File: src/rtl/dequantization_stage.sv
// Dequantization stage: multiplies each lane of a quantized DCT coefficient
// row by its entry in a programmable DIM x DIM table, clamps to WIDTH bits,
// and tags the row with its position within the block.

// Per-lane datapath: exact signed product in stage 1, clamp in stage 2.
module dequantization_lane #(
  parameter int WIDTH = 16,
  parameter int QW    = 8
) (
  input  logic             clk_i,
  input  logic             rst_ni,
  input  logic             s1_ld_i,
  input  logic             s2_ld_i,
  input  logic [WIDTH-1:0] coef_i,
  input  logic [QW-1:0]    q_i,
  output logic [WIDTH-1:0] coef_o,
  output logic             sat_o
);
  // One extra bit keeps the unsigned table entry positive inside a signed
  // multiply, so the product is always exact.
  localparam int PW = WIDTH + QW + 1;

  logic signed [PW-1:0] x_ext, q_ext, p_d, p_q;
  logic [PW-WIDTH:0]    top;
  logic [WIDTH-1:0]     y_d, y_q;
  logic                 sat_d, sat_q;

  // Stage-1 product: coefficient sign-extended, table entry zero-extended.
  always_comb begin
    x_ext = {{(QW+1){coef_i[WIDTH-1]}}, coef_i};
    q_ext = {{(WIDTH+1){1'b0}}, q_i};
    p_d   = x_ext * q_ext;
  end

  // Stage-2 clamp: the product fits in WIDTH bits only when every bit from
  // the WIDTH-1 position upward is a copy of the sign.
  always_comb begin
    top   = p_q[PW-1:WIDTH-1];
    sat_d = !((&top) || !(|top));
    y_d   = p_q[WIDTH-1:0];
    if (sat_d) begin
      y_d = p_q[PW-1] ? {1'b1, {(WIDTH-1){1'b0}}} : {1'b0, {(WIDTH-1){1'b1}}};
    end
  end

  // Pipeline registers; each stage only loads when handed a real row.
  always_ff @(posedge clk_i) begin
    if (!rst_ni) begin
      p_q   <= '0;
      y_q   <= '0;
      sat_q <= 1'b0;
    end else begin
      if (s1_ld_i) p_q <= p_d;
      if (s2_ld_i) begin
        y_q   <= y_d;
        sat_q <= sat_d;
      end
    end
  end

  assign coef_o = y_q;
  assign sat_o  = sat_q;
endmodule

module dequantization_stage #(
  parameter  int WIDTH = 16,
  parameter  int DIM   = 8,
  parameter  int QW    = 8,
  localparam int IW    = $clog2(DIM),
  localparam int AW    = $clog2(DIM*DIM)
) (
  input  logic                       HCLK,
  input  logic                       HRESETn,
  input  logic                       in_valid,
  output logic                       in_ready,
  input  logic                       in_sob,
  input  logic [DIM-1:0][WIDTH-1:0]  in_row,
  output logic                       out_valid,
  input  logic                       out_ready,
  output logic [DIM-1:0][WIDTH-1:0]  out_row,
  output logic [IW-1:0]              out_row_idx,
  output logic                       out_eob,
  output logic                       out_sat,
  input  logic                       tbl_we,
  input  logic [AW-1:0]              tbl_addr,
  input  logic [QW-1:0]              tbl_data
);
  localparam int STAGES = 2;

  logic [DIM*DIM-1:0][QW-1:0] tbl_q;
  logic [IW-1:0]              rc_q, rc_d, idx_use;
  logic [AW-1:0]              row_base;
  logic [STAGES:1]            vld_pipe_q;
  logic [IW-1:0]              s1_idx_q, s2_idx_q;
  logic                       s2_eob_q;
  logic                       en, accept, s2_ld;
  logic [DIM-1:0]             lane_sat;

  // Whole pipeline advances together whenever the output slot is free.
  assign en       = !vld_pipe_q[STAGES] || out_ready;
  assign in_ready = en;
  assign accept   = in_valid && en;
  assign s2_ld    = en && vld_pipe_q[1];

  // Row index for this beat: start-of-block forces row 0, else continue.
  always_comb begin
    idx_use  = in_sob ? '0 : rc_q;
    row_base = AW'(idx_use) * AW'(DIM);
    rc_d     = rc_q;
    if (accept) begin
      rc_d = (idx_use == IW'(DIM-1)) ? '0 : idx_use + IW'(1);
    end
  end

  // Quantization table; a write landing with a beat is seen by the next beat.
  always_ff @(posedge HCLK) begin
    if (!HRESETn) begin
      for (int a = 0; a < DIM*DIM; a++) tbl_q[a] <= QW'(1);
    end else if (tbl_we) begin
      tbl_q[tbl_addr] <= tbl_data;
    end
  end

  // Row counter, valid shift register and row-index sideband.
  always_ff @(posedge HCLK) begin
    if (!HRESETn) begin
      rc_q       <= '0;
      vld_pipe_q <= '0;
      s1_idx_q   <= '0;
      s2_idx_q   <= '0;
      s2_eob_q   <= 1'b0;
    end else begin
      rc_q <= rc_d;
      if (en) vld_pipe_q <= {vld_pipe_q[STAGES-1:1], accept};
      if (accept) s1_idx_q <= idx_use;
      if (s2_ld) begin
        s2_idx_q <= s1_idx_q;
        s2_eob_q <= (s1_idx_q == IW'(DIM-1));
      end
    end
  end

  for (genvar i = 0; i < DIM; i++) begin : g_lane
    dequantization_lane #(.WIDTH(WIDTH), .QW(QW)) u_lane (
      .clk_i  (HCLK),
      .rst_ni (HRESETn),
      .s1_ld_i(accept),
      .s2_ld_i(s2_ld),
      .coef_i (in_row[i]),
      .q_i    (tbl_q[row_base + AW'(i)]),
      .coef_o (out_row[i]),
      .sat_o  (lane_sat[i])
    );
  end

  assign out_valid   = vld_pipe_q[STAGES];
  assign out_row_idx = s2_idx_q;
  assign out_eob     = s2_eob_q;
  assign out_sat     = |lane_sat;
endmodule

File: config.mk
export PLATFORM = sky130hd
export DESIGN_NAME = dequantization_stage
export DESIGN_NICKNAME = d
export VERILOG_FILES = /design/src/rtl/dequantization_stage.sv
export SDC_FILE = /design/constraint.sdc
export NUM_CORES = 2
export LEC_CHECK = 0
export ABC_AREA = 1
export BUFFER_PORTS_ARGS = -buffer_cell sky130_fd_sc_hd__buf_2
export CORE_ASPECT_RATIO = 1.25
export CORE_MARGIN = 3
export CORE_UTILIZATION = 57
export DETAILED_ROUTE_END_ITERATION = 16
export HOLD_SLACK_MARGIN = 0.06
export PLACE_DENSITY = 0.77
export REMOVE_ABC_BUFFERS = 1
export SLEW_MARGIN = 10
export SYNTH_ARGS = -nofsm -noshare
export SYNTH_HDL_FRONTEND = slang
export SYNTH_HIERARCHICAL = 1
export SYNTH_SLANG_ARGS = --single-unit
File: constraint.sdc
create_clock -name HCLK -period 5.4 [get_ports HCLK]
set_clock_uncertainty 0.05 [all_clocks]
set_input_delay 0 -clock HCLK [delete_from_list [all_inputs] [get_ports HCLK]]
set_output_delay 0 -clock HCLK [all_outputs]
set_load 0.005 [all_outputs]
-- After elaboration in Yosys (flattened, before gate mapping)
Index checks and enable logic that the tools add are counted.
- flip-flop bits (word level): 860
- latch bits: 0
- bits in writable memories: 0
- memory bits (read-only): 0
- input bits: 148
- output and inout bits: 135
- word-level logic and storage cells: 204
- memories kept: 0
- add/sub/neg operators: 8
- multipliers: 8
- divide/modulo/power cells: 0
- order comparisons: 10
- eq/ne operators: 2
- shift-type cells: 0
- mux-type cells: 37
- bitwise operators: 0
- reduce and logical (&&, ||, !) cells: 46
- operators by type and width (cell ; count):
    512-bit bitwise mux ; 1
    8-bit binary-select mux with 6-bit select ; 7
    16-bit 2-to-1 mux ; 16
    16-bit by 9-bit multiplier with 25-bit output ; 8
    10-bit AND reduction ; 8
    10-bit OR reduction ; 8
    8-bit 2-to-1 mux ; 9
    6-bit by 7-bit less-than comparator with 1-bit output, second input constant ; 9
    8-bit demux with 6-bit select ; 1
    6-bit by 3-bit adder with 6-bit output, second input constant ; 4
    8-bit binary-select mux with 3-bit select ; 1
    1-bit logical NOT ; 17
    6-bit by 2-bit adder with 6-bit output, second input constant ; 2
    1-bit logical OR ; 9
    8-bit OR reduction ; 1
    6-bit by 1-bit adder with 6-bit output, second input constant ; 1
    3-bit == test, second input constant ; 2
    6-bit by 1-bit greater-or-equal comparator with 1-bit output, second input constant ; 1
    3-bit 2-to-1 mux ; 2
    3-bit by 1-bit adder with 3-bit output, second input constant ; 1
    1-bit logical AND ; 3

-- Depth between registers and ports, before layout
- depth after elaboration: 5
- gate-level depth with buffers: 35
- mapped depth without buffers: 31

-- Cells and area by module
The synthesis kept the hierarchy.
- modules (own cells, without submodules) (module ; instances ; cells an instance ; area an instance (um^2) ; sequential area each (um^2)):
    dequantization_stage ; 1 ; 4443 ; 26355.3 ; 10490.1
    dequantization_lane (g_lane[3].u_lane ...) ; 2 ; 1021 ; 7064.3 ; 840.8
    dequantization_lane (g_lane[7].u_lane) ; 1 ; 1026 ; 7001.7 ; 840.8
    dequantization_lane (g_lane[2].u_lane) ; 1 ; 1029 ; 6984.2 ; 840.8
    dequantization_lane (g_lane[5].u_lane) ; 1 ; 1026 ; 6975.4 ; 840.8
    dequantization_lane (g_lane[0].u_lane) ; 1 ; 1031 ; 6969.2 ; 840.8
    dequantization_lane (g_lane[1].u_lane) ; 1 ; 1028 ; 6925.4 ; 840.8
    dequantization_lane (g_lane[6].u_lane) ; 1 ; 1010 ; 6872.8 ; 840.8

-- Worst setup path before layout
No wires, ideal clock.
- path type: register -> register
- start: reg rc_q[1]
- end: reg g_lane[2].u_lane.p_q[24]
- setup time: 0.109 ns
- arrival: 5.261 ns
- data required time: 5.241 ns
- setup slack: -0.020 ns
- cell stages (with the launch flop): 30
- path buffers: 4
- period minus slack after synthesis: 5.420 ns
- path through: dfxtp_1 > inv_1 > nor2_1 > clkbuf_1 > clkbuf_1 > nand2_1 > nand2_1 > nand2_1 > nand2_1 > clkbuf_1 > clkbuf_1 > nand2_1 > fa_1 > inv_1 > fa_1 > inv_1 > fa_1 > fa_1 > inv_1 > ha_1 > nand2_1 > inv_1 > nand3_1 > a21oi_1 > nor2_1 > nand3_1 > nand2_1 > nand3_1 > nand2_1 > inv_1
- longest elaborated chain between the ends: 5
- RTL lines (element ; line ; text):
    from (decl) ; 91 ; logic [IW-1:0] rc_q, rc_d, idx_use;
    from (signal assigned) ; 133 ; rc_q <= rc_d;
    3-bit 2-to-1 mux ; 107 ; idx_use = in_sob ? '0 : rc_q;
    6-bit by 2-bit adder with 6-bit output ; 150 ; .q_i (tbl_q[row_base + AW'(i)]),
    8-bit binary-select mux with 6-bit select ; 150 ;
    8-bit 2-to-1 mux (not written as such) ; 150 ;
    16-bit by 9-bit multiplier with 25-bit output ; 32 ; p_d = x_ext * q_ext;
    to (signal assigned) ; 53 ; if (s1_ld_i) p_q <= p_d;
    to (decl) ; 23 ; logic signed [PW-1:0] x_ext, q_ext, p_d, p_q;
No other way between the ends. The select of a mux whose other input is x is not followed.
A chain may end at the register's enable or synchronous reset.

-- Worst setup path in the final report
- start: reg rc_q[1]
- end: reg g_lane[0].u_lane.p_q[22]
- longest elaborated chain between the ends: 4
- RTL lines (element ; line):
    3-bit 2-to-1 mux ; 107
    8-bit binary-select mux with 3-bit select ; 150
    8-bit 2-to-1 mux (not written as such) ; 150
    16-bit by 9-bit multiplier with 25-bit output ; 32
    to (signal assigned) ; 53
    to (decl) ; 23
No other way between the ends. The select of a mux whose other input is x is not followed.

==> key figures <==
Power and ir drop
  – Power Density: 311 nW/um^2
  – Maximum vdd drop: 0.291 mV
  – Comb pwr share: 53.6%
  – P_leak: 0.0533 uW
  – Clock Power Share: 22.5%
  – Net Switching: 12,500 uW
  – Seq pwr share: 23.9%
  – Sw Ratio: 42.2%
  – Cell Int Power: 17,000 uW

Outcome
  – Status: completed

Yosys
  – Top post-synthesis cells by area: dfxtp_1 21%, fa_1 20%, nand2_1 18%
  – Mapped Area: 82,200 um^2
  – Async SR Flop Fraction: 0%
  – Count leader, synth: nand2_1
  – Gate count of the mapped netlist: 12,600
  – Seq/Total Area, Yosys: 20.9%
  – Syn Area/Cell: 6.51 um^2
  – Cell accounting for the most synthesized area: dfxtp_1
  – FF+latch count, synth: 860
  – Synth cell types: 44
  – Post-synth EDFFs: 0
  – Most common flop cell mapped by yosys: dfxtp_1
  – Commonest cells in the netlist: 3,857 x nand2_1, 2,730 x inv_1, 1,334 x nor2_1
  – Synth top area share: 20.9%
  – YS warnings: 6

Clocking
  – CTS tree: done
  – H-tree depth: 3
  – Clk_lat worst skew: 0.72 ns
  – Clock buffer count from CTS: 90
  – CTS Buffer Depth: 3
  – Clk root buf: clkbuf_16
  – Clock slew at reported path FFs: 0.07 ns
  – # clock sinks: 860

Floorplan
  – Die area: 149,000 um^2
  – Initial Utilization: 57.5%
  – Number of core rows: 155
  – Die extent in x: 346 um
  – CORE AREA: 143,000 um^2
  – Die height: 431 um
  – Number of I/O pins: 283

Detailed routing
  – DRC viols: 0
  – Routed vias/inst: 5.21
  – Final wirelength: 229 mm
  – Initial DRC count: 5,896
  – Detail Route Antenna Nets: 0
  – WL/cell: 15.4 um
  – DRT Pass-1 Iters: 7
  – Vias: 77,200

Cells and area
  – Final Core Density: 66.4%
  – Design Area, Final: 94,900 um^2
  – Fill count: 12,100
  – Nets@finish: 14,200
  – Multi-input gate area: 54,600 um^2
  – Area Overhead vs Synth: 15.4%
  – Storage element area: 17,200 um^2
  – Share of cells above drive strength 1: 13.2%
  – Final std cells w/o fill: 14,800

Place
  – Post-DP Area: 86,900 um^2
  – PortBufs: 282
  – Placed insts: 14,500
  – Post-DP HPWL: 162 mm
  – GPL Wtd Cong: 0.939

Timing
  – Slew Limit Fails: 0
  – FMAX: 186 MHz
  – Final setup fails: 0
  – RSZ-0062 raised after global routing: true
  – Min Tclk post-route: 5.39 ns
  – Endpoints failing hold: 0
  – Tightest Pin Transition: 1.31 ns
  – Slew headroom: 12.9%
  – Crit share post-route: 99.8%

Worst setup path
  – Crit path kind: reg -> reg
  – Crit Path Max Fanout: 6
  – CP most frequent cell: nand2_1
  – Required time of the critical path: 5.95 ns
  – CP max stage cell: fa_1
  – Crit-path max cell delay: 0.53 ns
  – Crit. End Element: register
  – Worst EP arrival: 5.94 ns
  – Critical path launch point type: register

Global routing
  – Initial antenna violation count: 26
  – First-pass GRT wire length: 364 mm
  – Largest net degree at the start of global routing: 140
  – Overflow after GRT: 0
  – Tot GR Track Use: 29.1%
  – Vias in the first global route: 75,700

Job
  – Max-cap violation count: 0

Hold path
  – Hold Path Class: in -> reg
-- power by group through the flow --
| stage | sequential, uW | combinational, uW | clock [uW] |
|---|---|---|---|
| 2_1_floorplan | 7150 | 8950 | 0 |
| 3_3_place_gp | 7170 | 13000 | 0 |
| 3_5_place_dp | 7180 | 13300 | 0 |
| 4_1_cts | 7050 | 13500 | 6720 |
| 5_1_grt | 7090 | 17700 | 6950 |
| 6_report | 7050 | 15800 | 6640 |
-- cells in the final DEF, fill, tap and decap left out, types with 14 or more instances in the layout --
cell	n
a21oi_1	233
a21oi_2	76
buf_12	76
buf_2	281
buf_4	330
buf_6	20
clkbuf_1	16
clkbuf_16	111
clkbuf_8	19
clkinv_2	20
dfxtp_1	858
diode_2	19
dlygate4sd3_1	57
fa_1	796
fa_2	20
ha_1	280
ha_2	14
ha_4	107
inv_1	2677
inv_2	79
nand2_1	3694
nand2_2	202
nand2_4	36
nand3_1	809
nand3_2	76
nand3b_1	21
nand4_1	51
nor2_1	1279
nor2_2	101
nor2_4	38
nor3_1	14
o21ai_0	331
xor2_1	69
-- cell type report --
cell class              count  share of cell area [%]
well taps                1884                    2.48
multi-input cells        8334                    57.5
clock inverters            39                   0.545
clock buffers             126                    2.74
repair buffers            806                    7.54
flip-flops and latches    860                    18.2
inverters                2769                    11.0
diodes                     19                  0.0501
-- kinds of logic (layout without fill, tap and decap cells) --
family / Yosys count / count (layout) / share of synthesized area, %
xor+xnor: 78 / 78 / 0.831
simple gates: 6365 / 6365 / 31.8
fa+ha+maj: 1217 / 1217 / 26.0
compound gates: 674 / 674 / 4.37
flops: 860 / 860 / 20.9
buf+inv: 3441 / 3740 / 16.1
other cells: 0 / 19 / 0
-- critical path: cells and delay by family, from the launching register on --
kind / cells / cell delay [ns]
adders and majority gates: 5 / 2.25
DFF: 1 / 0.34
and+or+nand+nor: 16 / 1.47
buffers and inverters: 12 / 1.17
-- worst paths after layout --
| check | slack, ns | from | cells after the start | endpoint |
|---|---|---|---|---|
| worst max-delay path | 0.01 | rc_q[1] | 33 | g_lane[0].u_lane/p_q[22] |
| worst min-delay path | 0.12 | in_row[2] | 7 | g_lane[0].u_lane/p_q[2] |
| worst max register to register | 0.01 | rc_q[1] | 33 | g_lane[0].u_lane/p_q[22] |
| worst min register to register | 0.40 | g_lane[6].u_lane/p_q[5] | 2 | g_lane[6].u_lane/coef_o[5] |
-- sequential cells by signal, summed over array words and instances, names as in the netlist --
name                  flops
s1_idx_q                  3
out_eob                   1
rc_q                      3
g_lane.u_lane/p_q       200
g_lane.u_lane/coef_o    128
out_row_idx               3
tbl_q                   512
g_lane.u_lane/sat_o       8
vld_pipe_q                2
-- layer usage --
layer / GRT usage, % / share of wire, %
met5: 0 / 0.030
met4: 11.5 / 4.3
met3: 3.38 / 6.8
met2: 52.8 / 50
met1: 35.2 / 39
-- metrics by stage --
step	TNS (ns)	hold slack [ns]	power, uW	setup slack [ns]
after floorplan	-1520.88	0.0341	16100	-8.36
after global placement	0	0.263	20200	0.0110
after detailed placement	-0.0674	0.277	20500	-0.0239
after CTS	-0.0260	0.0608	27200	-0.0141
after global routing	-5.83	0.136	31700	-0.238
final	0	0.124	29500	0.0108
-- timing repair --
item | 4_1_cts | 5_1_grt
setup buffers | 1 | 67
resized for setup | 13 | 668
endpoints found under the setup margin | 13 | 133
endpoints found under the hold margin | 516 | 0
hold buffers | 57 | 0
pin swaps | 1 | 145
cloned | 2 | 20
Note: power is estimated with default switching activity, not from simulation.
